`src/rtl/riscv_pkg.sv`:
```
// rtl/riscv_pkg.sv - shared RISC-V types, CSR addresses and interrupt constants
package riscv_pkg;

   localparam int RV_XLEN = 32;

   typedef enum logic [1:0] {
      PRIV_U = 2'b00,
      PRIV_S = 2'b01,
      PRIV_M = 2'b11
   } priv_t;

   typedef logic [11:0]        csr_t;
   typedef logic [RV_XLEN-1:0] ex_cause_t;

   localparam csr_t CSR_MIP     = 12'h344;
   localparam csr_t CSR_MIE     = 12'h304;
   localparam csr_t CSR_MIDELEG = 12'h303;
   localparam csr_t CSR_SIP     = 12'h144;
   localparam csr_t CSR_SIE     = 12'h104;

   localparam int IRQ_SSI       = 1;
   localparam int IRQ_MSI       = 3;
   localparam int IRQ_STI       = 5;
   localparam int IRQ_MTI       = 7;
   localparam int IRQ_SEI       = 9;
   localparam int IRQ_MEI       = 11;
   localparam int IRQ_PLAT_BASE = 16;

   localparam logic [63:0] MIE_STD_MASK = 64'h0000_0AAA;
   localparam logic [63:0] MIDELEG_MASK = 64'h0000_0222;

   typedef enum logic [1:0] {
      IDLE = 2'b00,
      REQ  = 2'b01,
      WAIT = 2'b10
   } intr_state_t;

   // Platform enables sit contiguously above the standard set.
   function automatic logic [63:0] mie_wmask(input int unsigned nr_plat);
      return MIE_STD_MASK | (((64'd1 << nr_plat) - 64'd1) << IRQ_PLAT_BASE);
   endfunction

endpackage

```
`src/rtl/riscv_intr_ctrl_if.sv`:
```
// rtl/riscv_intr_ctrl_if.sv - CSR access and trap handshake between core and interrupt controller
interface riscv_intr_ctrl_if
   import riscv_pkg::*;
#(
   parameter int XLEN = RV_XLEN
);
   logic            csr_we_i;
   csr_t            csr_addr_i;
   logic [XLEN-1:0] csr_wdata_i;
   logic [XLEN-1:0] csr_rdata_o;
   logic            csr_hit_o;
   logic            intr_req_o;
   logic [XLEN-1:0] intr_cause_o;
   logic            intr_to_s_o;
   logic            intr_ack_i;

   modport master (
      output csr_we_i, csr_addr_i, csr_wdata_i, intr_ack_i,
      input  csr_rdata_o, csr_hit_o, intr_req_o, intr_cause_o, intr_to_s_o
   );

   modport slave (
      input  csr_we_i, csr_addr_i, csr_wdata_i, intr_ack_i,
      output csr_rdata_o, csr_hit_o, intr_req_o, intr_cause_o, intr_to_s_o
   );
endinterface

```
`src/rtl/riscv_sync.sv`:
```
// rtl/riscv_sync.sv - N-stage W-bit synchroniser with asynchronous active-low reset
module riscv_sync #(
   parameter int N = 2,
   parameter int W = 1
) (
   input  logic         clk_i,
   input  logic         rst_ni,
   input  logic [W-1:0] d_i,
   output logic [W-1:0] q_o
);
   logic [W-1:0] stage_q [N];

   always_ff @(posedge clk_i or negedge rst_ni) begin
      if (!rst_ni) begin
         for (int i = 0; i < N; i++) stage_q[i] <= '0;
      end else begin
         stage_q[0] <= d_i;
         for (int i = 1; i < N; i++) stage_q[i] <= stage_q[i-1];
      end
   end

   assign q_o = stage_q[N-1];
endmodule

```
`src/rtl/riscv_intr_ctrl.sv`:
```
// rtl/riscv_intr_ctrl.sv - mip/mie/mideleg owner and M/S interrupt arbitration for one hart
module riscv_intr_ctrl
   import riscv_pkg::*;
#(
   parameter int XLEN        = RV_XLEN,
   parameter int NR_PLAT     = 4,
   parameter int SYNC_STAGES = 2
) (
   input  logic               clk_i,
   input  logic               rst_ni,
   input  logic               irq_m_ext_i,
   input  logic               irq_m_timer_i,
   input  logic               irq_m_sw_i,
   input  logic               irq_s_ext_i,
   input  logic [NR_PLAT-1:0] irq_plat_i,
   input  priv_t              priv_i,
   input  logic               mstatus_mie_i,
   input  logic               mstatus_sie_i,
   output logic               wfi_wake_o,
   riscv_intr_ctrl_if.slave   bus
);
   localparam int W = 4 + NR_PLAT;
   localparam logic [XLEN-1:0] MIE_MASK = XLEN'(mie_wmask(NR_PLAT));
   localparam logic [XLEN-1:0] DLG_MASK = XLEN'(MIDELEG_MASK);

   logic [W-1:0]       sync_q;
   logic               meip_s, mtip_s, msip_s, seip_s;
   logic [NR_PLAT-1:0] plat_s;

   riscv_sync #(.N(SYNC_STAGES), .W(W)) u_sync (
      .clk_i  (clk_i),
      .rst_ni (rst_ni),
      .d_i    ({irq_plat_i, irq_s_ext_i, irq_m_sw_i, irq_m_timer_i, irq_m_ext_i}),
      .q_o    (sync_q)
   );

   assign {plat_s, seip_s, msip_s, mtip_s, meip_s} = sync_q;

   logic            ssip_q, stip_q, seip_sw_q;
   logic [XLEN-1:0] mie_q, mideleg_q, mip;

   always_comb begin
      mip          = '0;
      mip[IRQ_MEI] = meip_s;
      mip[IRQ_MTI] = mtip_s;
      mip[IRQ_MSI] = msip_s;
      mip[IRQ_SEI] = seip_sw_q | seip_s;
      mip[IRQ_STI] = stip_q;
      mip[IRQ_SSI] = ssip_q;
      for (int i = 0; i < NR_PLAT; i++) mip[IRQ_PLAT_BASE+i] = plat_s[i];
   end

   always_ff @(posedge clk_i or negedge rst_ni) begin
      if (!rst_ni) begin
         ssip_q    <= 1'b0;
         stip_q    <= 1'b0;
         seip_sw_q <= 1'b0;
         mie_q     <= '0;
         mideleg_q <= '0;
      end else if (bus.csr_we_i) begin
         case (bus.csr_addr_i)
            CSR_MIP: begin
               ssip_q    <= bus.csr_wdata_i[IRQ_SSI];
               stip_q    <= bus.csr_wdata_i[IRQ_STI];
               seip_sw_q <= bus.csr_wdata_i[IRQ_SEI];
            end
            CSR_SIP:     if (mideleg_q[IRQ_SSI]) ssip_q <= bus.csr_wdata_i[IRQ_SSI];
            CSR_MIE:     mie_q     <= bus.csr_wdata_i & MIE_MASK;
            // mideleg is a subset of the mie mask, so no extra masking is needed here.
            CSR_SIE:     mie_q     <= (mie_q & ~mideleg_q) | (bus.csr_wdata_i & mideleg_q);
            CSR_MIDELEG: mideleg_q <= bus.csr_wdata_i & DLG_MASK;
            default: ;
         endcase
      end
   end

   always_comb begin
      bus.csr_rdata_o = '0;
      bus.csr_hit_o   = 1'b1;
      case (bus.csr_addr_i)
         CSR_MIP:     bus.csr_rdata_o = mip;
         CSR_MIE:     bus.csr_rdata_o = mie_q;
         CSR_MIDELEG: bus.csr_rdata_o = mideleg_q;
         CSR_SIP:     bus.csr_rdata_o = mip & mideleg_q;
         CSR_SIE:     bus.csr_rdata_o = mie_q & mideleg_q;
         default:     bus.csr_hit_o   = 1'b0;
      endcase
   end

   // Later assignments override earlier ones, so tests run lowest priority first.
   function automatic logic [6:0] pick(input logic [XLEN-1:0] p);
      logic [6:0] r;
      r = '0;
      if (p[IRQ_STI]) r = {1'b1, 6'(IRQ_STI)};
      if (p[IRQ_SSI]) r = {1'b1, 6'(IRQ_SSI)};
      if (p[IRQ_SEI]) r = {1'b1, 6'(IRQ_SEI)};
      if (p[IRQ_MTI]) r = {1'b1, 6'(IRQ_MTI)};
      if (p[IRQ_MSI]) r = {1'b1, 6'(IRQ_MSI)};
      if (p[IRQ_MEI]) r = {1'b1, 6'(IRQ_MEI)};
      for (int i = 0; i < NR_PLAT; i++)
         if (p[IRQ_PLAT_BASE+i]) r = {1'b1, 6'(IRQ_PLAT_BASE + i)};
      return r;
   endfunction

   logic [XLEN-1:0] pend;
   logic            m_elig, s_elig, cand, cand_to_s;
   logic [6:0]      m_best, s_best;
   logic [5:0]      cand_idx;

   always_comb begin
      pend      = mip & mie_q;
      m_elig    = (priv_i != PRIV_M) || mstatus_mie_i;
      s_elig    = (priv_i == PRIV_U) || ((priv_i == PRIV_S) && mstatus_sie_i);
      m_best    = m_elig ? pick(pend & ~mideleg_q) : 7'd0;
      s_best    = s_elig ? pick(pend &  mideleg_q) : 7'd0;
      cand      = m_best[6] | s_best[6];
      cand_to_s = !m_best[6];
      cand_idx  = m_best[6] ? m_best[5:0] : s_best[5:0];
   end

   intr_state_t     state_q, state_d;
   logic            load;
   logic [XLEN-1:0] cause_q;
   logic            to_s_q, wake_q;

   always_comb begin
      state_d = state_q;
      load    = 1'b0;
      case (state_q)
         IDLE: if (cand) begin
            state_d = REQ;
            load    = 1'b1;
         end
         REQ: begin
            if (bus.intr_ack_i) state_d = WAIT;
            else if (!cand)     state_d = IDLE;
            else                load    = 1'b1;
         end
         WAIT:    state_d = IDLE;
         default: state_d = IDLE;
      endcase
   end

   always_ff @(posedge clk_i or negedge rst_ni) begin
      if (!rst_ni) begin
         state_q <= IDLE;
         cause_q <= '0;
         to_s_q  <= 1'b0;
         wake_q  <= 1'b0;
      end else begin
         state_q <= state_d;
         wake_q  <= |pend;
         if (load) begin
            cause_q           <= '0;
            cause_q[XLEN-1]   <= 1'b1;
            cause_q[5:0]      <= cand_idx;
            to_s_q            <= cand_to_s;
         end
      end
   end

   assign bus.intr_req_o   = (state_q == REQ);
   assign bus.intr_cause_o = cause_q;
   assign bus.intr_to_s_o  = to_s_q;
   assign wfi_wake_o       = wake_q;
endmodule

```
`src/flat_wrapper.sv`:
```
// flat-port wrapper written by rule: the top's interface ports become plain ports
module riscv_intr_ctrl_flat import riscv_pkg::*;
#(
   parameter int XLEN        = RV_XLEN,
   parameter int NR_PLAT     = 4,
   parameter int SYNC_STAGES = 2
)
  (clk_i, rst_ni, irq_m_ext_i, irq_m_timer_i, irq_m_sw_i, irq_s_ext_i, irq_plat_i, priv_i, mstatus_mie_i, mstatus_sie_i, wfi_wake_o, bus_csr_we_i, bus_csr_addr_i, bus_csr_wdata_i, bus_intr_ack_i, bus_csr_rdata_o, bus_csr_hit_o, bus_intr_req_o, bus_intr_cause_o, bus_intr_to_s_o);
  riscv_intr_ctrl_if #(.XLEN(XLEN)) bus_i ();
  input  logic clk_i;
  input  logic rst_ni;
  input  logic irq_m_ext_i;
  input  logic irq_m_timer_i;
  input  logic irq_m_sw_i;
  input  logic irq_s_ext_i;
  input  logic [NR_PLAT-1:0] irq_plat_i;
  input  priv_t priv_i;
  input  logic mstatus_mie_i;
  input  logic mstatus_sie_i;
  output logic wfi_wake_o;
  input wire logic [$bits(bus_i.csr_we_i)-1:0] bus_csr_we_i;
  input wire logic [$bits(bus_i.csr_addr_i)-1:0] bus_csr_addr_i;
  input wire logic [$bits(bus_i.csr_wdata_i)-1:0] bus_csr_wdata_i;
  input wire logic [$bits(bus_i.intr_ack_i)-1:0] bus_intr_ack_i;
  output wire logic [$bits(bus_i.csr_rdata_o)-1:0] bus_csr_rdata_o;
  output wire logic [$bits(bus_i.csr_hit_o)-1:0] bus_csr_hit_o;
  output wire logic [$bits(bus_i.intr_req_o)-1:0] bus_intr_req_o;
  output wire logic [$bits(bus_i.intr_cause_o)-1:0] bus_intr_cause_o;
  output wire logic [$bits(bus_i.intr_to_s_o)-1:0] bus_intr_to_s_o;
  assign bus_i.csr_we_i = bus_csr_we_i;
  assign bus_i.csr_addr_i = bus_csr_addr_i;
  assign bus_i.csr_wdata_i = bus_csr_wdata_i;
  assign bus_i.intr_ack_i = bus_intr_ack_i;
  assign bus_csr_rdata_o = bus_i.csr_rdata_o;
  assign bus_csr_hit_o = bus_i.csr_hit_o;
  assign bus_intr_req_o = bus_i.intr_req_o;
  assign bus_intr_cause_o = bus_i.intr_cause_o;
  assign bus_intr_to_s_o = bus_i.intr_to_s_o;
  riscv_intr_ctrl #(.XLEN(XLEN), .NR_PLAT(NR_PLAT), .SYNC_STAGES(SYNC_STAGES)) u_core (.clk_i(clk_i), .rst_ni(rst_ni), .irq_m_ext_i(irq_m_ext_i), .irq_m_timer_i(irq_m_timer_i), .irq_m_sw_i(irq_m_sw_i), .irq_s_ext_i(irq_s_ext_i), .irq_plat_i(irq_plat_i), .priv_i(priv_i), .mstatus_mie_i(mstatus_mie_i), .mstatus_sie_i(mstatus_sie_i), .wfi_wake_o(wfi_wake_o), .bus(bus_i));
endmodule
```
`config.mk`:
```
export PLATFORM = sky130hd
export DESIGN_NAME = riscv_intr_ctrl_flat
export DESIGN_NICKNAME = d
export VERILOG_FILES = /design/src/rtl/riscv_pkg.sv /design/src/rtl/riscv_intr_ctrl_if.sv /design/src/rtl/riscv_sync.sv /design/src/rtl/riscv_intr_ctrl.sv /design/src/flat_wrapper.sv
export SDC_FILE = /design/constraint.sdc
export NUM_CORES = 1
export LEC_CHECK = 0
export BUFFER_PORTS_ARGS = -buffer_cell sky130_fd_sc_hd__buf_2
export CAP_MARGIN = 20
export CORE_MARGIN = 2
export CORE_UTILIZATION = 45
export CTS_CLUSTER_SIZE = 20
export DETAILED_ROUTE_END_ITERATION = 16
export PLACE_DENSITY = 0.78
export SETUP_SLACK_MARGIN = 0.3
export SLEW_MARGIN = 10
export SYNTH_ARGS = -nofsm -noshare
export SYNTH_HDL_FRONTEND = slang
export SYNTH_HIERARCHICAL = 1
export SYNTH_SLANG_ARGS = --single-unit
export TNS_END_PERCENT = 50
```
`constraint.sdc`:
```
create_clock -name clk_i -period 2.6 [get_ports clk_i]
set_input_delay 0 -clock clk_i [delete_from_list [all_inputs] [get_ports clk_i]]
set_output_delay 0 -clock clk_i [all_outputs]
set_load 0.01 [all_outputs]
```
======== Word level (Yosys, flattened, before mapping) ========
Index checks and enable logic that the tools add are counted.
storage, ports and cells
  register bits after elaboration ......... 65
  input bits .............................. 60
  output and inout port bits .............. 68
  logic and storage cells ................. 83
operators by class
  equality and inequality tests ........... 11
  mux-type cells .......................... 35
  bitwise operators ....................... 11
  reduce and logical (&&, ||, !) cells .... 15
operators by type and width
  operator                                               count
  case mux 32 bit (5 select lines)                       1
  2-to-1 mux 7 bit                                       22
  bitwise AND 32 x 10 -> 32 bit                          2
  case mux 32 bit (2 select lines)                       1
  bitwise AND 20 x 10 -> 20 bit                          2
  == test 12 x 10 -> 1 bit, second input constant        3
  bitwise AND 20 x 32 -> 32 bit                          1
  bitwise AND 32 bit                                     1
  NOT 10 -> 32 bit                                       1
  OR 32 bit                                              1
  OR reduction 32 bit                                    1
  == test 12 x 9 -> 1 bit, second input constant         2
  bitwise AND 20 bit                                     1
  AND reduction 2 bit                                    4
  2-to-1 mux 2 bit                                       3
  2-to-1 mux 6 bit                                       1
  OR reduction 5 bit                                     1
  == test 2 x 1 -> 1 bit, second input constant          2
  logical NOT 2 bit                                      2
  2-to-1 mux 1 bit                                       4
  inequality test 2 x 1 -> 1 bit, second input constant  2
  case mux 1 bit (2 select lines)                        2
  case mux 2 bit (2 select lines)                        1
  nonzero test 2 bit                                     2
  other kinds (7)                                        9

======== Logic depth before layout (Yosys ltp) ========
Gate-level depths: netlist of run 1.
  depth after elaboration ................. 18
  mapped depth ............................ 6
  gate-level depth less buffers ........... 5

======== Hierarchy ========
The synthesis of run 1 kept the hierarchy.
modules (own cells, without submodules)
  module           times used  cells an instance  area an instance (um2)  sequential area each (um2)
  riscv_intr_ctrl  1           207                1889.3                  650.6
  riscv_sync       1           24                 460.4                   400.4

======== Worst setup path after synthesis of run 1 ========
OpenSTA, ideal clock, no wires.
  kind .................................... register to register
  start point ............................. reg u_core.u_sync.stage_q, in the netlist u_core/u_sync/q_o[0]
  end point ............................... reg u_core.cause_q[2] (netlist: u_core/bus.intr_cause_o[2])
  setup time .............................. 0.125 ns
  arrival time ............................ 1.908 ns
  data required time ...................... 2.475 ns
  path slack .............................. 0.567 ns
  stages on the path, launching flop included .. 7
  path buffers ............................ 1
  clock period less this slack ............ 2.033 ns
  path through ............................ dfrtp_1 > buf_4 > a222oi_1 > o211ai_1 > o31ai_1 > mux2_2 > mux2_2
between the ends
  cells in the longest elaborated chain, start to end .. 12
  elaborated cells on any way between the ends .. 20
  classes of those cells .................. 16 x mux; 4 x bitwise
RTL lines
  what                                                                        RTL line                                        RTL
  from (decl)                                                                 riscv_sync.sv:11                                logic [W-1:0] stage_q [N];
  bitwise AND 20 x 32 -> 32 bit (*)                                           riscv_intr_ctrl.sv:111                          pend = mip & mie_q;
  bitwise AND 20 bit / bitwise AND 20 x 10 -> 20 bit (equally long branches)  riscv_intr_ctrl.sv:114, riscv_intr_ctrl.sv:115
  2-to-1 mux 7 bit                                                            riscv_intr_ctrl.sv:99                           if (p[IRQ_MEI]) r = {1'b1, 6'(IRQ_MEI)};
  2-to-1 mux 7 bit (4 in a row)                                               riscv_intr_ctrl.sv:101                          if (p[IRQ_PLAT_BASE+i]) r = {1'b1, 6'(IRQ_PLAT_BASE + i)};
  2-to-1 mux 7 bit (on tied branches)                                         riscv_intr_ctrl.sv:114, riscv_intr_ctrl.sv:115
  OR 1 bit                                                                    riscv_intr_ctrl.sv:116                          cand = m_best[6] | s_best[6];
  2-to-1 mux 1 bit                                                            riscv_intr_ctrl.sv:130, riscv_intr_ctrl.sv:136
  2-to-1 mux 1 bit                                                            riscv_intr_ctrl.sv:135                          if (bus.intr_ack_i) state_d = WAIT;
  case mux 1 bit (2 select lines)                                             riscv_intr_ctrl.sv:129                          case (state_q)
  to (signal assigned)                                                        riscv_intr_ctrl.sv:156                          cause_q[5:0] <= cand_idx;
  to (decl)                                                                   riscv_intr_ctrl.sv:123                          logic [XLEN-1:0] cause_q;
Mark *: on every way between the ends. The rest lies on a longest branch, timed or not.
A chain may end at the register's enable or synchronous reset.

======== Final worst setup path of run 1 ========
  start point ............................. reg u_core.mie_q[11]
  end point ............................... reg u_core.cause_q[2] (netlist: u_core/bus.intr_cause_o[2])
between the ends
  cells in the longest elaborated chain, start to end .. 12
  elaborated cells on any way between the ends .. 20
  classes of those cells .................. 16 x mux; 4 x bitwise
RTL lines
  what                                                                        RTL line                                        RTL
  from (decl)                                                                 riscv_intr_ctrl.sv:40                           logic [XLEN-1:0] mie_q, mideleg_q, mip;
  from (signal assigned)                                                      riscv_intr_ctrl.sv:68                           CSR_MIE: mie_q <= bus.csr_wdata_i & MIE_MASK;
  from (signal assigned)                                                      riscv_intr_ctrl.sv:70                           CSR_SIE: mie_q <= (mie_q & ~mideleg_q) | (bus.csr_wdata_i & mideleg_q);
  bitwise AND 20 x 32 -> 32 bit (*)                                           riscv_intr_ctrl.sv:111
  bitwise AND 20 bit / bitwise AND 20 x 10 -> 20 bit (equally long branches)  riscv_intr_ctrl.sv:114, riscv_intr_ctrl.sv:115
  2-to-1 mux 7 bit                                                            riscv_intr_ctrl.sv:99
  2-to-1 mux 7 bit (4 in a row)                                               riscv_intr_ctrl.sv:101
  2-to-1 mux 7 bit (on tied branches)                                         riscv_intr_ctrl.sv:114, riscv_intr_ctrl.sv:115
  OR 1 bit                                                                    riscv_intr_ctrl.sv:116
  2-to-1 mux 1 bit                                                            riscv_intr_ctrl.sv:130, riscv_intr_ctrl.sv:136
  2-to-1 mux 1 bit                                                            riscv_intr_ctrl.sv:135
  case mux 1 bit (2 select lines)                                             riscv_intr_ctrl.sv:129
Marked as above.

==> results.sh, run 1 <==
export IMPL_outcome="finished, final reports clean"
export IMPL_grt_use_met2=0.2796
export IMPL_dpl_cell_area_um2=2486
export IMPL_slew_viol_final=0
export IMPL_fmax_mhz=479.8
export IMPL_routed_wl_mm=4.571
export IMPL_yosysMostFrequentCell="buf_4"
export IMPL_fin_cells=378
export IMPL_synth_compound_area_frac=0.1496
export IMPL_start_util=0.4630
export IMPL_leakagePower_nw=1.461
export IMPL_synth_area_top_cells="dfrtp_1 (45%), buf_4 (18%), mux2_2 (4.8%), nand2_1 (4.8%), a22o_1 (3.4%)"
export IMPL_arrival_ns=2.27
export IMPL_powerDensity_nw_per_um2=463.2
export IMPL_antenna_found_initial=0
export IMPL_drc=0
export IMPL_ys_types=44
export IMPL_synthMuxAreaShare=0.06070
export IMPL_synth_seq_area_share=0.4473
export IMPL_root_buffer="clkbuf_8"
export IMPL_coreArea_um2=5075
export IMPL_fin_worst_skew_ns=0.01030
export IMPL_ys_warn_count=6
export IMPL_syn_area_per_cell_um2=10.17
export IMPL_fin_crit_ns=2.084
export IMPL_place_ws_ns=0.4260
export IMPL_syn_cell_area_um2=2350
export IMPL_slew_headroom=0.4094
export IMPL_clock_sinks=42
export IMPL_grt_max_degree=43
export IMPL_cts_path_max_buffers=2
export IMPL_portBuffers=57
export IMPL_yosys_area_share_xor_xnor=0
export IMPL_drive_above_1_share=0.2825
export IMPL_fin_crit_sh=0.8017
export IMPL_path_class="reg2reg"
export IMPL_tightest_slew_ns=0.8859
export IMPL_synth_adder_area_share=0
export IMPL_syn2layout_area_growth_pct=18.53
export IMPL_h_tree_depth=2
export IMPL_cts_made_buffers=5
export IMPL_grt_busiest_layer="met2"
export IMPL_clkLatencyLatePin_ns=0.29
export IMPL_synth_ff_type="dfrtp_1"
export IMPL_cts_tree="done"
export IMPL_use_met1=0.1844
export IMPL_pin_count=128
export IMPL_hold_class="in2reg"
export IMPL_maxCapViolations=0
export IMPL_crit_fanout=4
export IMPL_cts_resized=0
export IMPL_peakVddDrop_v=0.0004022
export IMPL_fin_area_um2=2785
export IMPL_rsz0062_at_grt="false"
export IMPL_num_vias=1774
export IMPL_setup_ws_ns=0.5157
export IMPL_hold_worst_slack_ns=0.1124
export IMPL_async_flop_share=1.000
export IMPL_drt_iter0_markers=125
export IMPL_rows=26
export IMPL_clkTransAtPathRegs_ns=0.08
export IMPL_yosysTopAreaCellShare=0.4473
export IMPL_syn_inst=231
export IMPL_yosys_top_cells_count="buf_4 (57), dfrtp_1 (42), nand2_1 (30)"
export IMPL_grt_use_met3=0.04028
export IMPL_grt_ovfl_total=0
export IMPL_worst_setup_path_start_kind="register"
export IMPL_grtUsageTotal=0.1587
export IMPL_dp_cells=349
export IMPL_setup_worst_path_end_class="register"
export IMPL_cp_data_required_time_ns=2.78
export IMPL_antenna_cells=0
export IMPL_dieArea_um2=5816
export IMPL_final_nets=367
export IMPL_die_width_um=76.26
export IMPL_grt_pass1_vias=1692
export IMPL_synth_top_cell_by_area="dfrtp_1"
export IMPL_synth_seq_cells=42
export IMPL_synthSimpleGateAreaFrac=0.1459
export IMPL_setup_tns_final_ns=0
export IMPL_synth_edf_count=0
export IMPL_synth_top_family_by_area="buffers and inverters"
export IMPL_setup_violations=0
export IMPL_hold_viol_final=0
export IMPL_chipHeight_um=76.26
export IMPL_ant_nets=0
export IMPL_firstDrtPassIters=4
export IMPL_dpl_hpwl_mm=3.325
export IMPL_viasPerCell=4.693
export IMPL_grt_pass1_wl_mm=7.438
export IMPL_avgRoutedWirePerCell_um=12.09
export IMPL_place_congestion=0.7932
area by class of cell:
cell class	count	area [um2]
inverter	6	22.52
timing repair buffer	81	515.5
multi-input combinational	171	1017
sequential	42	1051
tap	70	87.58
clock buffer	7	86.33
clock inverter	1	5.005
fill	477	2290
routing by layer:
| metal | part of all wire | routed length (um) | vias up |
|---|---|---|---|
| met1 | 0.42 | 1907 | 833 |
| met3 | 0.056 | 258 | 4 |
| li1 | - | - | 865 |
| met4 | 0.011 | 49 | 0 |
| met2 | 0.52 | 2356 | 72 |
| met5 | 0 | 0 | - |
repair_timing:
action,4_1_cts,5_1_grt
hold buffers,20,0
setup buffers,0,1
setup endpoints to repair,0,1
hold endpoints to repair,66,0
per-stage QoR:
stage               power (mW)    util
floorplan               0.8548       -
global placement        0.8639  0.4899
detailed placement      0.8683  0.4899
CTS                      1.307  0.5473
global route             1.360  0.5488
finish                   1.290  0.5488
registers in the layout, indices dropped and copies added (netlist names):
| name | flops |
|---|---|
| u_core/bus.intr_to_s_o | 1 |
| u_core/u_sync/q_o | 8 |
| u_core/wfi_wake_o | 1 |
| u_core/u_sync/stage_q | 8 |
| u_core/mie_q | 10 |
| u_core/stip_q | 1 |
| u_core/state_q | 2 |
| u_core/ssip_q | 1 |
| u_core/seip_sw_q | 1 |
| u_core/bus.intr_cause_o | 6 |
| u_core/mideleg_q | 3 |
path summary, 6_finish.rpt:
check,cells after the start,slack (ns),from,endpoint
setup / recovery,6,0.52,u_core/mie_q[11]$_DFFE_PN0P_,u_core/bus.intr_cause_o[2]$_DFFE_PN0P_
hold / removal,3,0.11,bus_csr_we_i,u_core/stip_q$_DFFE_PN0P_
setup reg to reg,6,0.52,u_core/mie_q[11]$_DFFE_PN0P_,u_core/bus.intr_cause_o[2]$_DFFE_PN0P_
hold reg to reg,0,0.35,u_core/u_sync/stage_q[11]$_DFF_PN0_,u_core/u_sync/q_o[3]$_DFF_PN0_
max in group asynchronous,2,1.67,rst_ni,u_core/wfi_wake_o$_DFF_PN0_
min in group asynchronous,2,0.37,rst_ni,u_core/u_sync/q_o[6]$_DFF_PN0_
worst max-delay path: stages, from the launching register on:
cell and delay (ns):
dfrtp_1 0.42, a222oi_1 0.32, buf_4 0.18, o211ai_1 0.16
o31ai_1 0.28, mux2_2 0.37, mux2_2 0.26
power by group:
group / leakage, nW / switching (mW) / internal, mW
clock network: 0.0482 / 0.198 / 0.214
registers: 0.543 / 0.0196 / 0.689
logic: 0.870 / 0.0947 / 0.0757
cell usage in the layout (no fill, tap or decap), drive strengths merged, types with 2 or more instances in the layout:
cell	n
o211ai	5
dlygate4sd3	20
or3	3
dfrtp	42
a22oi	2
inv	6
nor4	2
buf	61
or4b	2
nand3	2
clkbuf	7
nand2	31
o221ai	2
nand3b	3
o31ai	3
and2	2
mux2	12
a22o	9
conb	48
o21ai	13
a21oi	10
a32o	2
nor2	5
cells by family after synthesis:
logic type | count (synthesis)
compound gates | 51
buf+inv | 65
flops | 42
mux | 12
other cells | 1
simple gates | 60
Note: power is estimated with default switching activity, not from simulation.
==> run 2: changes to the inputs <==
--- a/config.mk
+++ b/config.mk
@@ -5,10 +5,11 @@
 export SDC_FILE = /design/constraint.sdc
 export NUM_CORES = 1
 export LEC_CHECK = 0
+export ABC_AREA = 1
 export BUFFER_PORTS_ARGS = -buffer_cell sky130_fd_sc_hd__buf_2
 export CAP_MARGIN = 20
 export CORE_MARGIN = 2
-export CORE_UTILIZATION = 45
+export CORE_UTILIZATION = 46
 export CTS_CLUSTER_SIZE = 20
 export DETAILED_ROUTE_END_ITERATION = 16
 export PLACE_DENSITY = 0.78
==> constraint.sdc (replaced) <==
create_clock -name clk_i -period 2.1 [get_ports clk_i]
set_input_delay 0 -clock clk_i [delete_from_list [all_inputs] [get_ports clk_i]]
set_output_delay 0 -clock clk_i [all_outputs]
set_load 0.01 [all_outputs]
==> run 2 against run 1 <==
Against the previous run:
- first-iteration DRC count shrank 34%
- non-clock buffer count shrank 4
- critical path depth grew 3
- hold slack gained 0.0023 ns
==> results.sh, run 2 <==
export IMPL_outcome="finished, final reports clean"
export IMPL_cts_made_buffers=5
export IMPL_synth_ff_type="dfrtp_1"
export IMPL_final_nets=447
export IMPL_maxCapViolations=0
export IMPL_dpl_hpwl_mm=3.568
export IMPL_fin_crit_ns=1.484
export IMPL_portBuffers=57
export IMPL_powerDensity_nw_per_um2=569.2
export IMPL_grt_pass1_vias=1918
export IMPL_fmax_mhz=673.8
export IMPL_grt_ovfl_total=0
export IMPL_yosys_top_cells_count="nand2_1 (67), buf_4 (56), dfrtp_1 (42)"
export IMPL_setup_tns_final_ns=0
export IMPL_drive_above_1_share=0.2165
export IMPL_yosys_area_share_xor_xnor=0
export IMPL_antenna_found_initial=0
export IMPL_slew_headroom=0.4021
export IMPL_setup_violations=0
export IMPL_seq_power_share=0.525
export IMPL_num_vias=2019
export IMPL_synth_edf_count=0
export IMPL_syn_inst=314
export IMPL_switching_share=0.2849
export IMPL_syn_cell_area_um2=2509
export IMPL_coreArea_um2=5172
export IMPL_grtUsageTotal=0.1694
export IMPL_ys_types=27
export IMPL_cp_cell_sequence="nand2_1 > nor2_2 > nor2_1 > nand3_2 > nand2_4 > nand2_4 > nand2_4 > nand2_2 > or2_1"
export IMPL_synth_adder_area_share=0
export IMPL_grt_pass1_wl_mm=8.197
export IMPL_syn2layout_area_growth_pct=15.91
export IMPL_setup_worst_path_end_class="register"
export IMPL_dieArea_um2=6061
export IMPL_clkTransAtPathRegs_ns=0.08
export IMPL_cp_data_required_time_ns=2.28
export IMPL_largest_register_ffs=10
export IMPL_async_flop_share=1.000
export IMPL_avgRoutedWirePerCell_um=10.48
export IMPL_cp_slowest_stage_delay_ns=0.41
export IMPL_synthMuxAreaShare=0
export IMPL_synth_top_family_by_area="simple AND/OR/NAND/NOR gates"
export IMPL_worst_path_buf_inv=0
export IMPL_antenna_cells=0
export IMPL_rows=26
export IMPL_ys_warn_count=6
export IMPL_synth_seq_cells=42
export IMPL_leakagePower_nw=1.641
export IMPL_crit_slowest_cell="dfrtp_1"
export IMPL_drc=0
export IMPL_utilization=0.5622
export IMPL_die_width_um=77.85
export IMPL_firstDrtPassIters=4
export IMPL_clock_sinks=42
export IMPL_p_sw_uw=471.5
export IMPL_hold_worst_slack_ns=0.1147
export IMPL_root_buffer="clkbuf_8"
export IMPL_viasPerCell=4.408
export IMPL_synth_seq_area_share=0.4190
export IMPL_place_congestion=0.8105
export IMPL_h_tree_depth=2
export IMPL_arrival_ns=1.67
export IMPL_routed_wl_mm=4.798
export IMPL_mostFrequentLayoutCells="nand2_1 (67), buf_2 (57), conb_1 (48)"
export IMPL_yosysMostFrequentCell="nand2_1"
export IMPL_ant_nets=0
export IMPL_clkLatencyLatePin_ns=0.29
export IMPL_top_register="u_core/mie_q"
export IMPL_hold_viol_final=0
export IMPL_peakVddDrop_v=0.0003365
export IMPL_synth_area_top_cells="dfrtp_1 (42%), buf_4 (17%), nand2_1 (10%), inv_1 (5.5%), nand3_1 (3.8%)"
export IMPL_fin_worst_skew_ns=0.007941
export IMPL_cts_tree="done"
export IMPL_yosysTopAreaCellShare=0.4190
export IMPL_hold_class="in2reg"
export IMPL_drt_iter0_markers=82
export IMPL_cts_setup_buffers=0
export IMPL_final_common_cell="nand2_1"
export IMPL_internal_power_mw=1.183
export IMPL_pin_count=128
export IMPL_cp_common_cell="nand2_4"
export IMPL_clockPowerShare=0.318
export IMPL_slew_viol_final=0
export IMPL_start_util=0.4850
export IMPL_grt_max_degree=43
export IMPL_synth_compound_area_frac=0.09377
export IMPL_rsz0062_at_grt="false"
export IMPL_cts_path_max_buffers=2
export IMPL_syn_area_per_cell_um2=7.989
export IMPL_synth_top_cell_by_area="dfrtp_1"
export IMPL_crit_family="simple AND/OR/NAND/NOR gates"
export IMPL_fin_crit_sh=0.7067
export IMPL_path_class="reg2reg"
export IMPL_tightest_slew_ns=0.8968
export IMPL_chipHeight_um=77.85
export IMPL_crit_fanout=5
export IMPL_worst_setup_path_start_kind="register"
export IMPL_combPwrFrac=0.157
export IMPL_synthSimpleGateAreaFrac=0.2524
-- run 2: tightest hold or removal path, cell delays in order --
cell and delay (ns):
buf_2 0.09, nor2_1 0.06, nand2_1 0.06, o21ai_0 0.08
nand2_1 0.06, nand2_1 0.04
-- run 2: repair_timing --
item | 4_1_cts | 5_1_grt
resized for setup | 0 | 0
endpoints found under the hold margin | 66 | 0
hold buffers | 20 | 0
-- run 2: metal layers --
metal / vias to the layer above / global-route usage / part of all wire
met1: 902 / 0.2002 / 0.42
met3: 6 / 0.04302 / 0.074
met4: 0 / 0.03214 / 0.0083
met2: 87 / 0.3103 / 0.49
met5: - / 0 / 0
li1: 1024 / - / -
-- run 2: kinds of logic (layout without fill, tap and decap cells) --
group	Yosys count	in the layout
buffers and inverters	96	123
AO/OA/AOI/OAI	45	45
flip-flops	42	42
other	1	48
AND/OR/NAND/NOR	130	130
-- run 2: layout make-up --
| type | count | area [um2] |
|---|---|---|
| Tap cell | 70 | 87.58 |
| Clock inverter | 3 | 23.77 |
| Inverter | 38 | 142.6 |
| Sequential cell | 42 | 1051 |
| Clock buffer | 5 | 68.82 |
| Fill cell | 494 | 2265 |
| Multi-Input combinational cell | 223 | 1049 |
| Timing Repair Buffer | 77 | 485.5 |
-- run 2: metrics by stage --
stage	cells	instance area (um2)	setup WS, ns	power [mW]
2_1_floorplan	361	2685	0.6839	1.095
3_3_place_gp	430	2615	0.6417	1.110
3_5_place_dp	430	2615	0.6201	1.118
4_1_cts	458	2908	0.6143	1.676
5_1_grt	458	2908	0.4960	1.757
6_report	458	2908	0.6159	1.655
-- run 2: power by group through the flow --
stage | combinational [mW] | sequential, mW | clock (mW)
global route | 0.296 | 0.877 | 0.584
floorplan | 0.205 | 0.890 | 0
global placement | 0.226 | 0.884 | 0
finish | 0.259 | 0.869 | 0.527
CTS | 0.260 | 0.870 | 0.546
detailed placement | 0.231 | 0.886 | 0
-- run 2: final timing paths --
path                                                           end                           startpoint  depth (start not counted)  slack [ns]
max in group asynchronous              u_core/mie_q[1]$_DFFE_PN0P_                               rst_ni                          2        1.17
min in group asynchronous       u_core/u_sync/stage_q[8]$_DFF_PN0_                               rst_ni                          2        0.37
setup / recovery           u_core/bus.intr_cause_o[31]$_DFFE_PN0P_          u_core/mie_q[5]$_DFFE_PN0P_                          9        0.62
hold / removal              u_core/bus.intr_cause_o[2]$_DFFE_PN0P_                            priv_i[1]                          6        0.11
hold reg to reg                     u_core/u_sync/q_o[7]$_DFF_PN0_  u_core/u_sync/stage_q[15]$_DFF_PN0_                          0        0.35
setup reg to reg           u_core/bus.intr_cause_o[31]$_DFFE_PN0P_          u_core/mie_q[5]$_DFFE_PN0P_                          9        0.62
